--- src/rtl/vip_cfg_arbiter_pkg.sv ---
// Shared defaults and FSM encoding for the video IP configuration-port arbiter.
package vip_cfg_arbiter_pkg;

  localparam int N_REQ_DEF    = 3;
  localparam int AW_DEF       = 9;
  localparam int DW_DEF       = 32;
  localparam int HOLD_MAX_DEF = 255;

  typedef enum logic [0:0] {
    IDLE  = 1'b0,
    OWNED = 1'b1
  } arb_state_t;

endpackage

--- src/rtl/vip_cfg_arbiter_if.sv ---
// Requester-side and IP-side Avalon-MM write signals of the configuration arbiter.
interface vip_cfg_arbiter_if
  import vip_cfg_arbiter_pkg::*;
#(
  parameter int N_REQ = N_REQ_DEF,
  parameter int AW    = AW_DEF,
  parameter int DW    = DW_DEF
);

  logic [N_REQ-1:0]    req_write;
  logic [N_REQ*AW-1:0] req_address;
  logic [N_REQ*DW-1:0] req_writedata;
  logic [N_REQ-1:0]    req_lock;
  logic [N_REQ-1:0]    req_waitrequest;
  logic [AW-1:0]       address;
  logic                write;
  logic [DW-1:0]       writedata;
  logic                waitrequest;
  logic [N_REQ-1:0]    grant;
  logic                hold_err;

  modport slave (
    input  req_write, req_address, req_writedata, req_lock, waitrequest,
    output req_waitrequest, address, write, writedata, grant, hold_err
  );

  modport master (
    output req_write, req_address, req_writedata, req_lock, waitrequest,
    input  req_waitrequest, address, write, writedata, grant, hold_err
  );

endinterface

--- src/rtl/vip_cfg_arbiter_rr_pick.sv ---
// Round-robin pick: first requester at or after ptr_i (wrapping) as one-hot and index.
module vip_cfg_arbiter_rr_pick #(
  parameter int N  = 3,
  parameter int PW = 2
) (
  input  logic [N-1:0]  req_i,
  input  logic [PW-1:0] ptr_i,
  output logic [N-1:0]  gnt_o,
  output logic [PW-1:0] idx_o,
  output logic          any_o
);

  always_comb begin
    int j;
    j     = 0;
    gnt_o = '0;
    idx_o = '0;
    any_o = 1'b0;
    for (int off = 0; off < N; off++) begin
      j = int'(ptr_i) + off;
      if (j >= N) begin
        j = j - N;
      end else begin
        j = j;
      end
      if (!any_o && req_i[j]) begin
        any_o    = 1'b1;
        gnt_o[j] = 1'b1;
        idx_o    = PW'(j);
      end else begin
        any_o = any_o;
      end
    end
  end

endmodule

--- src/rtl/vip_cfg_arbiter.sv ---
// Shares the write-only configuration port between requesters: round-robin
// ownership, lock for atomic write sequences, forced release of idle locked owners.
module vip_cfg_arbiter
  import vip_cfg_arbiter_pkg::*;
#(
  parameter int N_REQ    = N_REQ_DEF,
  parameter int AW       = AW_DEF,
  parameter int DW       = DW_DEF,
  parameter int HOLD_MAX = HOLD_MAX_DEF
) (
  input logic              clk,
  input logic              reset,
  vip_cfg_arbiter_if.slave bus
);

  localparam int PW = (N_REQ > 1) ? $clog2(N_REQ) : 1;
  localparam int HW = (HOLD_MAX > 1) ? $clog2(HOLD_MAX + 1) : 1;
  localparam logic [HW-1:0] HOLD_LAST = HW'(HOLD_MAX - 1);
  localparam logic [PW-1:0] LAST_IDX  = PW'(N_REQ - 1);

  arb_state_t       state_q, state_d;
  logic [N_REQ-1:0] grant_q, grant_d;
  logic [PW-1:0]    owner_q, owner_d;
  logic [PW-1:0]    rr_ptr_q, rr_ptr_d;
  logic [HW-1:0]    hold_q, hold_d;
  logic             hold_err_q, hold_err_d;

  logic [N_REQ-1:0] cand_s, pick_gnt_s;
  logic [PW-1:0]    pick_idx_s;
  logic             pick_any_s;
  logic             own_write_s, own_lock_s, accept_s;
  logic [AW-1:0]    addr_s;
  logic [DW-1:0]    wdata_s;

  assign cand_s = bus.req_write | bus.req_lock;

  vip_cfg_arbiter_rr_pick #(.N(N_REQ), .PW(PW)) u_rr_pick (
    .req_i (cand_s),
    .ptr_i (rr_ptr_q),
    .gnt_o (pick_gnt_s),
    .idx_o (pick_idx_s),
    .any_o (pick_any_s)
  );

  assign own_write_s = bus.req_write[owner_q];
  assign own_lock_s  = bus.req_lock[owner_q];
  assign accept_s    = own_write_s & ~bus.waitrequest;

  // Next-state logic; an in-flight transfer (write & waitrequest) always keeps the grant.
  always_comb begin
    state_d    = state_q;
    grant_d    = grant_q;
    owner_d    = owner_q;
    rr_ptr_d   = rr_ptr_q;
    hold_d     = hold_q;
    hold_err_d = 1'b0;
    case (state_q)
      IDLE: begin
        hold_d = '0;
        if (pick_any_s) begin
          grant_d  = pick_gnt_s;
          owner_d  = pick_idx_s;
          rr_ptr_d = (pick_idx_s == LAST_IDX) ? '0 : pick_idx_s + PW'(1);
          state_d  = OWNED;
        end else begin
          state_d = IDLE;
        end
      end
      OWNED: begin
        if (own_write_s) begin
          hold_d = '0;
          if (accept_s && !own_lock_s) begin
            grant_d = '0;
            state_d = IDLE;
          end else begin
            state_d = OWNED;
          end
        end else if (!own_lock_s) begin
          grant_d = '0;
          hold_d  = '0;
          state_d = IDLE;
        end else if (hold_q == HOLD_LAST) begin
          grant_d    = '0;
          hold_d     = '0;
          hold_err_d = 1'b1;
          state_d    = IDLE;
        end else begin
          hold_d = hold_q + HW'(1);
        end
      end
      default: begin
        grant_d = '0;
        hold_d  = '0;
        state_d = IDLE;
      end
    endcase
  end

  // Arbiter state registers; reset drops the grant immediately.
  always_ff @(posedge clk or posedge reset) begin
    if (reset) begin
      state_q    <= IDLE;
      grant_q    <= '0;
      owner_q    <= '0;
      rr_ptr_q   <= '0;
      hold_q     <= '0;
      hold_err_q <= 1'b0;
    end else begin
      state_q    <= state_d;
      grant_q    <= grant_d;
      owner_q    <= owner_d;
      rr_ptr_q   <= rr_ptr_d;
      hold_q     <= hold_d;
      hold_err_q <= hold_err_d;
    end
  end

  // AND-OR mux of the owner's address/data; all zero when nobody holds the grant.
  always_comb begin
    addr_s  = '0;
    wdata_s = '0;
    for (int i = 0; i < N_REQ; i++) begin
      addr_s  = addr_s  | (bus.req_address[i*AW +: AW]   & {AW{grant_q[i]}});
      wdata_s = wdata_s | (bus.req_writedata[i*DW +: DW] & {DW{grant_q[i]}});
    end
  end

  assign bus.write           = |(grant_q & bus.req_write);
  assign bus.address         = addr_s;
  assign bus.writedata       = wdata_s;
  assign bus.req_waitrequest = ~grant_q | {N_REQ{bus.waitrequest}};
  assign bus.grant           = grant_q;
  assign bus.hold_err        = hold_err_q;

endmodule

--- src/flat_wrapper.sv ---
// flat-port wrapper written by rule: the top's interface ports become plain ports
module vip_cfg_arbiter_flat import vip_cfg_arbiter_pkg::*;
#(
  parameter int N_REQ    = N_REQ_DEF,
  parameter int AW       = AW_DEF,
  parameter int DW       = DW_DEF,
  parameter int HOLD_MAX = HOLD_MAX_DEF
)
  (clk, reset, bus_req_write, bus_req_address, bus_req_writedata, bus_req_lock, bus_waitrequest, bus_req_waitrequest, bus_address, bus_write, bus_writedata, bus_grant, bus_hold_err);
  vip_cfg_arbiter_if #(.N_REQ(N_REQ), .AW(AW), .DW(DW)) bus_i ();
  input logic clk;
  input logic reset;
  input wire logic [$bits(bus_i.req_write)-1:0] bus_req_write;
  input wire logic [$bits(bus_i.req_address)-1:0] bus_req_address;
  input wire logic [$bits(bus_i.req_writedata)-1:0] bus_req_writedata;
  input wire logic [$bits(bus_i.req_lock)-1:0] bus_req_lock;
  input wire logic [$bits(bus_i.waitrequest)-1:0] bus_waitrequest;
  output wire logic [$bits(bus_i.req_waitrequest)-1:0] bus_req_waitrequest;
  output wire logic [$bits(bus_i.address)-1:0] bus_address;
  output wire logic [$bits(bus_i.write)-1:0] bus_write;
  output wire logic [$bits(bus_i.writedata)-1:0] bus_writedata;
  output wire logic [$bits(bus_i.grant)-1:0] bus_grant;
  output wire logic [$bits(bus_i.hold_err)-1:0] bus_hold_err;
  assign bus_i.req_write = bus_req_write;
  assign bus_i.req_address = bus_req_address;
  assign bus_i.req_writedata = bus_req_writedata;
  assign bus_i.req_lock = bus_req_lock;
  assign bus_i.waitrequest = bus_waitrequest;
  assign bus_req_waitrequest = bus_i.req_waitrequest;
  assign bus_address = bus_i.address;
  assign bus_write = bus_i.write;
  assign bus_writedata = bus_i.writedata;
  assign bus_grant = bus_i.grant;
  assign bus_hold_err = bus_i.hold_err;
  vip_cfg_arbiter #(.N_REQ(N_REQ), .AW(AW), .DW(DW), .HOLD_MAX(HOLD_MAX)) u_core (.clk(clk), .reset(reset), .bus(bus_i));
endmodule
--- config.mk ---
export PLATFORM = sky130hd
export DESIGN_NAME = vip_cfg_arbiter_flat
export DESIGN_NICKNAME = d
export VERILOG_FILES = /design/src/rtl/vip_cfg_arbiter_pkg.sv /design/src/rtl/vip_cfg_arbiter_if.sv /design/src/rtl/vip_cfg_arbiter_rr_pick.sv /design/src/rtl/vip_cfg_arbiter.sv /design/src/flat_wrapper.sv
export SDC_FILE = /design/constraint.sdc
export NUM_CORES = 1
export LEC_CHECK = 0
export CAP_MARGIN = 25
export CORE_MARGIN = 2
export CORE_UTILIZATION = 30
export DETAILED_ROUTE_END_ITERATION = 16
export MAX_ROUTING_LAYER = met4
export PLACE_DENSITY_LB_ADDON = 0.15
export SETUP_SLACK_MARGIN = 0.4
export SYNTH_ARGS = -nofsm -noshare
export SYNTH_HDL_FRONTEND = slang
export SYNTH_SLANG_ARGS = --single-unit
--- constraint.sdc ---
create_clock -name clk -period 2.55 [get_ports clk]
set_clock_uncertainty 0.05 [all_clocks]
set_input_delay 0.3825 -clock clk [delete_from_list [all_inputs] [get_ports clk]]
set_output_delay 0.3825 -clock clk [all_outputs]
set_load 0.02 [all_outputs]
==> run metrics, run 1 <==
outcome=finished, final reports clean; RSZ-0062 raised after global routing=no; power per unit of standard cell area=between 800 and 900 nW/um2; clk sink count=17; number of iterations in the first detailed-routing pass=7; DRC marker count from the first detailed-route iteration=204; Tcrit/Tclk final=0.814; cell taking the most area after synthesis=sky130_fd_sc_hd__dfrtp_1; routed length per instance=18.0 um; highest fanout seen on the critical path=18; leading post-synthesis cells by cell area=sky130_fd_sc_hd__dfrtp_1, sky130_fd_sc_hd__a222oi_1, sky130_fd_sc_hd__inv_1, sky130_fd_sc_hd__ha_1, sky130_fd_sc_hd__clkbuf_1; routing usage on met2=0.429; diodes inserted=0; Crit path largest cell delay=0.43 ns; area delta synth->final=108%; routed via count divided by cell count=5.39; worst endpoint data arrival time=roughly 1.6 ns; vertical extent of the die=between 80 and 90 um; Top Ports=181; maximum buffer depth of the clock tree=2; number of max-cap violations=0; hold crit path type=in -> async; number of warnings issued by yosys=0; share of final-layout standard cells stronger than drive strength 1=0.0668; number of max-slew violations in the final report=0; min setup slack post-route=0.474 ns; Post-synth EDFFs=0; most used flip-flop cell after synthesis=sky130_fd_sc_hd__dfrtp_1; summed instance area of the synthesized netlist=1800 um2; kind of start point of the critical path=register; Overflow after GRT=0; Hold Buf Count CTS=0; most common cell in the netlist=sky130_fd_sc_hd__inv_1; CP endpoint kind=output port; Buffers on Ports=180; ranking of synthesized cells by instance count=sky130_fd_sc_hd__inv_1, sky130_fd_sc_hd__a222oi_1, sky130_fd_sc_hd__clkbuf_1, sky130_fd_sc_hd__dfrtp_1; post-detailed-routing wire length=8630 um; final number of setup-violating endpoints=0; post-route minimum period=2.08 ns; global routing usage on met1=0.288; type of the worst setup path=reg -> out; Seq/Total Area, Yosys=0.237; DR DRC count=0; Achievable Freq=0.482 GHz; CP delay by family, top=buffers and inverters; clock root buffer=sky130_fd_sc_hd__clkbuf_8; maximum level of the CTS H-tree=1; Yosys top cell area share=0.237; Slew headroom=0.563; clock-pin slew reported for the worst setup and hold paths after clock tree synthesis=around 0.07 ns; Leakage Power=0.00182 uW; vias in the first global route=roughly 2,300; sum of buffers and inverters on the critical path=3; RD Place Congestion=0.845; Chip Width=slightly above 80 um; Skew-Pair Late Insertion Delay=around 0.26 ns; transition time at the pin with the least slew margin=0.655 ns; layout filler cell count=524; total power draw=3260 uW; TritonCTS clock tree=done; post-synthesis net count=367; largest net degree at the start of global routing=37; Post-Synthesis Mean Instance Area=a little under 8 um2; worst hold-check slack=0.461 ns; area of the core=5850 um2; register bit count reported by yosys=17; worst supply voltage drop on vdd=between 0.5 and 0.6 mV; total negative slack for setup checks=0 ns; Total GRT Usage=0.248; required time of the critical path=2.12 ns; chain of cells forming the critical path=buf_4 -> a222oi_1 -> inv_1 -> dlygate4sd2_1; async set-reset flop share out of synthesis=1.00; standard-cell row count=28; number of distinct library cells after synthesis=46; synthesized instance count=229; met3 track demand over resource=0.0644; DPL Wire Length=6820 um; Critical-path top delay cell=sky130_fd_sc_hd__dfrtp_2; antenna-violating nets left=0; layer carrying the most global-route usage=met2; number of nets in the final layout=543; Vias=2,581; initial antenna violation count=0; Num CTS Buffers=3; Final Hold Viols=0; global-route wire length before repair=around 12,000 um; overall die area=6620 um2; Initial Utilization=0.307; Worst Setup Slack post-DPL=0.271 ns
[state kept, by name, indices dropped and copies added, names as in the netlist]
name / cells
u_core.state_q: 1
u_core.owner_q: 2
u_core.hold_q: 8
u_core.bus.hold_err: 1
u_core.rr_ptr_q: 2
u_core.bus.grant: 3
[cell type report]
cell class / count / area [um2] / area share
clock buffers: 3 / 41.3 / 0.0111
clock inverters: 1 / 7.51 / 0.00201
well taps: 75 / 93.8 / 0.0252
repair buffers: 191 / 1850 / 0.495
inverters: 52 / 195 / 0.0524
flip-flops and latches: 17 / 427 / 0.114
multi-input cells: 140 / 1120 / 0.300
[per-stage QoR]
step                utilization  instance area (um2)  instances
floorplan                     -                 1800        229
global placement          0.627                 3670        472
detailed placement        0.627                 3670        472
CTS                       0.630                 3690        477
global route              0.637                 3730        479
finish                    0.637                 3730        479
[kinds of logic (layout without fill, tap and decap cells)]
kind of cell	after synthesis	in the layout	share of synthesized area
AOI/OAI and AO/OA	76	76	0.365
xor gates and xnor gates	6	6	0.0293
adders and majority gates	7	7	0.0474
buffers and inverters	72	247	0.156
DFF	17	17	0.237
muxes	2	2	0.0112
and+or+nand+nor	49	49	0.154
[placed cells by master (no fill, tap or decap), drive strengths merged, types with 2 or more instances in the layout]
| master | instances |
|---|---|
| clkdlybuf4s50 | 135 |
| inv | 52 |
| a222oi | 42 |
| dlygate4sd2 | 39 |
| dfrtp | 17 |
| nor2 | 13 |
| o21ai | 13 |
| buf | 11 |
| nand2 | 8 |
| nand3 | 6 |
| ha | 6 |
| xor2 | 5 |
| clkbuf | 5 |
| nor3 | 3 |
| a31oi | 3 |
| and4 | 3 |
| dlymetal6s2s | 3 |
| o22ai | 3 |
| nand4b | 2 |
| o221ai | 2 |
| a21oi | 2 |
| o211a | 2 |
| nor3b | 2 |
| mux2i | 2 |
| nand3b | 2 |
| a21o | 2 |
| nor4 | 2 |
| or2 | 2 |
[path summary, 6_finish.rpt]
path / start / end / slack (ns) / cells after the start
setup / recovery: u_core.bus.grant[1] / bus_writedata[1] / 0.47 / 4
hold / removal: reset / u_core.hold_q[7] / 0.46 / 2
setup reg to reg: u_core.rr_ptr_q[0] / u_core.bus.grant[0] / 0.51 / 7
hold reg to reg: u_core.hold_q[5] / u_core.hold_q[5] / 0.50 / 2
max in group asynchronous: reset / u_core.bus.grant[1] / 1.53 / 2
min in group clk: u_core.hold_q[5] / u_core.hold_q[5] / 0.50 / 2
[report_power, final]
part / internal, uW / switching, uW / total, uW
clock network: 110 / 99.5 / 210
logic: 1170 / 1460 / 2630
registers: 333 / 80.0 / 413
total: 1610 / 1640 / 3260
[worst reg2reg max path, stage by stage, from the launching register on]
cell and delay, ns:
sky130_fd_sc_hd__dfrtp_1 0.44, sky130_fd_sc_hd__inv_1 0.15, sky130_fd_sc_hd__ha_2 0.32, sky130_fd_sc_hd__inv_1 0.10, sky130_fd_sc_hd__or4_1 0.51, sky130_fd_sc_hd__a21oi_1 0.18, sky130_fd_sc_hd__a2bb2oi_1 0.10, sky130_fd_sc_hd__o22ai_2 0.12
[metal layers]
metal	routed length [um]	up-vias
li1	-	1232
met1	3300	1210
met2	4290	124
met3	938	15
met4	102	0
met5	0	-
[what timing repair did]
action / in CTS / in global routing
setup buffers: 1 / 2
pin swaps: 0 / 8
endpoints found under the hold margin: 0 / 0
gates resized for setup: 45 / 13
endpoints found under the setup margin: 48 / 17
(Power assumes the default switching activity.)
==> run 2, diff against run 1 <==
clock period = 1.93 ns   (was 2.55 ns; I/O delays follow)
==> run 2 against run 1 <==
Compared with the run above: total power grew 79%; hold slack got worse by 0.16 ns; via count increased by 8.1%; global-route usage up 1.2 points; sequential share of layout area decreased by 1.5 points; clock power is 25% higher; flip-flop and latch count unchanged; register-to-register slack worse by 0.48 ns; utilization up 11 points; design area grew 17%; wire length rose by 13%; critical path depth rose by 3.
==> run metrics, run 2 (synthesis results as in run 1) <==
initial antenna violation count=0 (unchanged); area delta synth->final=143%; standard-cell row count=28 (unchanged); DPL Wire Length=6910 um (+1.4%); highest fanout seen on the critical path=6 (-12); Post-Place Cell Area=3890 um2 (+6.2%); outcome=finished, final reports clean; Reg with most FFs=u_core.hold_q; hold crit path type=in -> async; transition time at the pin with the least slew margin=0.507 ns (-0.148 ns); Top Ports=181 (unchanged); number of max-slew violations in the final report=0 (unchanged); largest net degree at the start of global routing=34 (-8.1%); number of iterations in the first detailed-routing pass=6 (-1); Num CTS Buffers=3 (unchanged); most common library cell in the layout ignoring fill and taps=sky130_fd_sc_hd__clkdlybuf4s50_1; RR Endpoint=u_core.rr_ptr_q[0]; power per unit of standard cell area=1330 nW/um2 (+53%); cells on worst reg2reg path=7 (unchanged); number of max-cap violations=0 (unchanged); Skew-Pair Late Insertion Delay=0.26 ns (about the same); RD Place Congestion=0.836 (-1.0%); overall die area=6620 um2 (unchanged); area of the core=5850 um2 (unchanged); clk sink count=17 (unchanged); setup slack on the worst flop-to-flop path=0.03 ns (-0.48 ns); Total GRT Usage=0.259 (+0.0115); antenna-violating nets left=0 (unchanged); Buffers on Ports=180 (unchanged); Chip Width=81.4 um (unchanged); type of the worst setup path=reg -> reg; DRC marker count from the first detailed-route iteration=271 (+33%); required time of the critical path=2.02 ns (-0.10 ns); share of final-layout standard cells stronger than drive strength 1=0.344 (+0.277); vertical extent of the die=81.4 um (unchanged); min setup slack post-route=0.0293 ns (-0.445 ns); kind of start point of the critical path=register; Worst Setup Slack post-DPL=-0.165 ns (-0.436 ns); clock-pin slew reported for the worst setup and hold paths after clock tree synthesis=0.06 ns (about the same); TritonCTS clock tree=done; clock root buffer=sky130_fd_sc_hd__clkbuf_8; Vias=2,789 (+8.1%); final instance area=4360 um2 (+17%); origin of the critical flop-to-flop path=u_core.rr_ptr_q[1]; layout filler cell count=418 (-20%); routed length per instance=18.8 um (+4.1%); Leakage Power=0.00205 uW (+13%); maximum level of the CTS H-tree=1 (unchanged); Slew headroom=0.661 (+0.0982); post-detailed-routing wire length=9760 um (+13%); CP endpoint kind=register; final number of setup-violating endpoints=0 (unchanged); Tcrit/Tclk final=0.985; global-route wire length before repair=13,000 um (+5.6%); total negative slack for setup checks=0 ns (unchanged); RSZ-0062 raised after global routing=yes; vias in the first global route=2,520 (+7.8%); Worst Setup SP=u_core.rr_ptr_q[1]; worst supply voltage drop on vdd=1.07 mV (+110%); Initial Utilization=0.307 (unchanged); routed via count divided by cell count=5.36 (-0.46%); DR DRC count=0 (unchanged); Achievable Freq=0.526 GHz; worst endpoint data arrival time=1.99 ns (+0.35 ns); worst hold-check slack=0.296 ns (-0.165 ns); commonest cells after routing, fill and taps aside=sky130_fd_sc_hd__clkdlybuf4s50_1, sky130_fd_sc_hd__buf_6, sky130_fd_sc_hd__inv_1, sky130_fd_sc_hd__a222oi_1, sky130_fd_sc_hd__buf_4; post-route minimum period=between 1.5 and 2 ns; Overflow after GRT=0 (unchanged); diodes inserted=0 (unchanged); maximum buffer depth of the clock tree=2 (unchanged); flip-flop count of the largest register, all copies and words added=8 (unchanged); Final Hold Viols=0 (unchanged); number of nets in the final layout=584 (+7.6%)
-- run 2: cell types whose count changed in the layout (fill, tap and decap cells not counted), moves of 4 or more --
cell and change:
sky130_fd_sc_hd__buf_6 +50, sky130_fd_sc_hd__buf_4 +31, sky130_fd_sc_hd__dlygate4sd2_1 -34, sky130_fd_sc_hd__clkdlybuf4s50_1 -9, sky130_fd_sc_hd__dfrtp_2 +5, sky130_fd_sc_hd__buf_2 +4
sky130_fd_sc_hd__dfrtp_1 -5, sky130_fd_sc_hd__nor2_1 -8, sky130_fd_sc_hd__nor2_4 +7
-- run 2: power by group --
group	total (uW)	internal (uW)	switching (uW)
Combinational	4960	2540	2430
Clock	263	144	120
Sequential	589	450	140
Total	5820	3130	2690
-- run 2: layout make-up --
class                      instances  area [um2]  area share
tap                               75        93.8      0.0215
clock inverter                     1        5.00     0.00115
clock buffer                       3        41.3     0.00947
inverter                          52         198      0.0453
timing repair buffer             232        2270       0.520
sequential                        17         433      0.0993
multi-input combinational        140        1320       0.303
-- run 2: metal layers --
| metal | part of all wire | routed length (um) | track usage |
|---|---|---|---|
| met5 | 0 | 0 | - |
| met3 | 0.093 | 906 | 0.0767 |
| met4 | 0.021 | 208 | 0.0797 |
| met1 | 0.36 | 3510 | 0.292 |
| met2 | 0.53 | 5130 | 0.442 |
-- run 2: worst max-delay path, stage by stage, from the launching register on --
cell	delay (ns)
sky130_fd_sc_hd__dfrtp_2	0.46
sky130_fd_sc_hd__ha_4	0.34
sky130_fd_sc_hd__buf_4	0.12
sky130_fd_sc_hd__buf_4	0.10
sky130_fd_sc_hd__a31oi_1	0.10
sky130_fd_sc_hd__o221ai_1	0.20
sky130_fd_sc_hd__nand2_1	0.16
sky130_fd_sc_hd__a22o_1	0.25
-- run 2: how the worst max path moves through the flow --
stage | endpoint | slack (ns) | depth (start not counted)
2_1_floorplan | u_core.bus.grant[1] | 0.22 | 7
3_3_place_gp | u_core.bus.grant[1] | -0.12 | 7
3_5_place_dp | u_core.rr_ptr_q[0] | -0.16 | 7
4_1_cts | bus_writedata[22] | 0.03 | 4
5_1_grt | u_core.rr_ptr_q[0] | -0.05 | 7
6_report | u_core.rr_ptr_q[0] | 0.03 | 7
-- run 2: per-stage QoR --
step / std cells / power, uW / util
floorplan: 229 / 2770 / -
global placement: 497 / 4470 / 0.666
detailed placement: 497 / 4520 / 0.666
CTS: 516 / 4950 / 0.691
global route: 520 / 6150 / 0.746
finish: 520 / 5820 / 0.746
-- run 2: repair_timing --
action                     in CTS  in global routing
pin swaps                      23                 37
hold buffers                    0                  0
buffers inserted               15                  4
setup endpoints to repair      66                 62
cloned                          0                  0
resized for setup             220                126
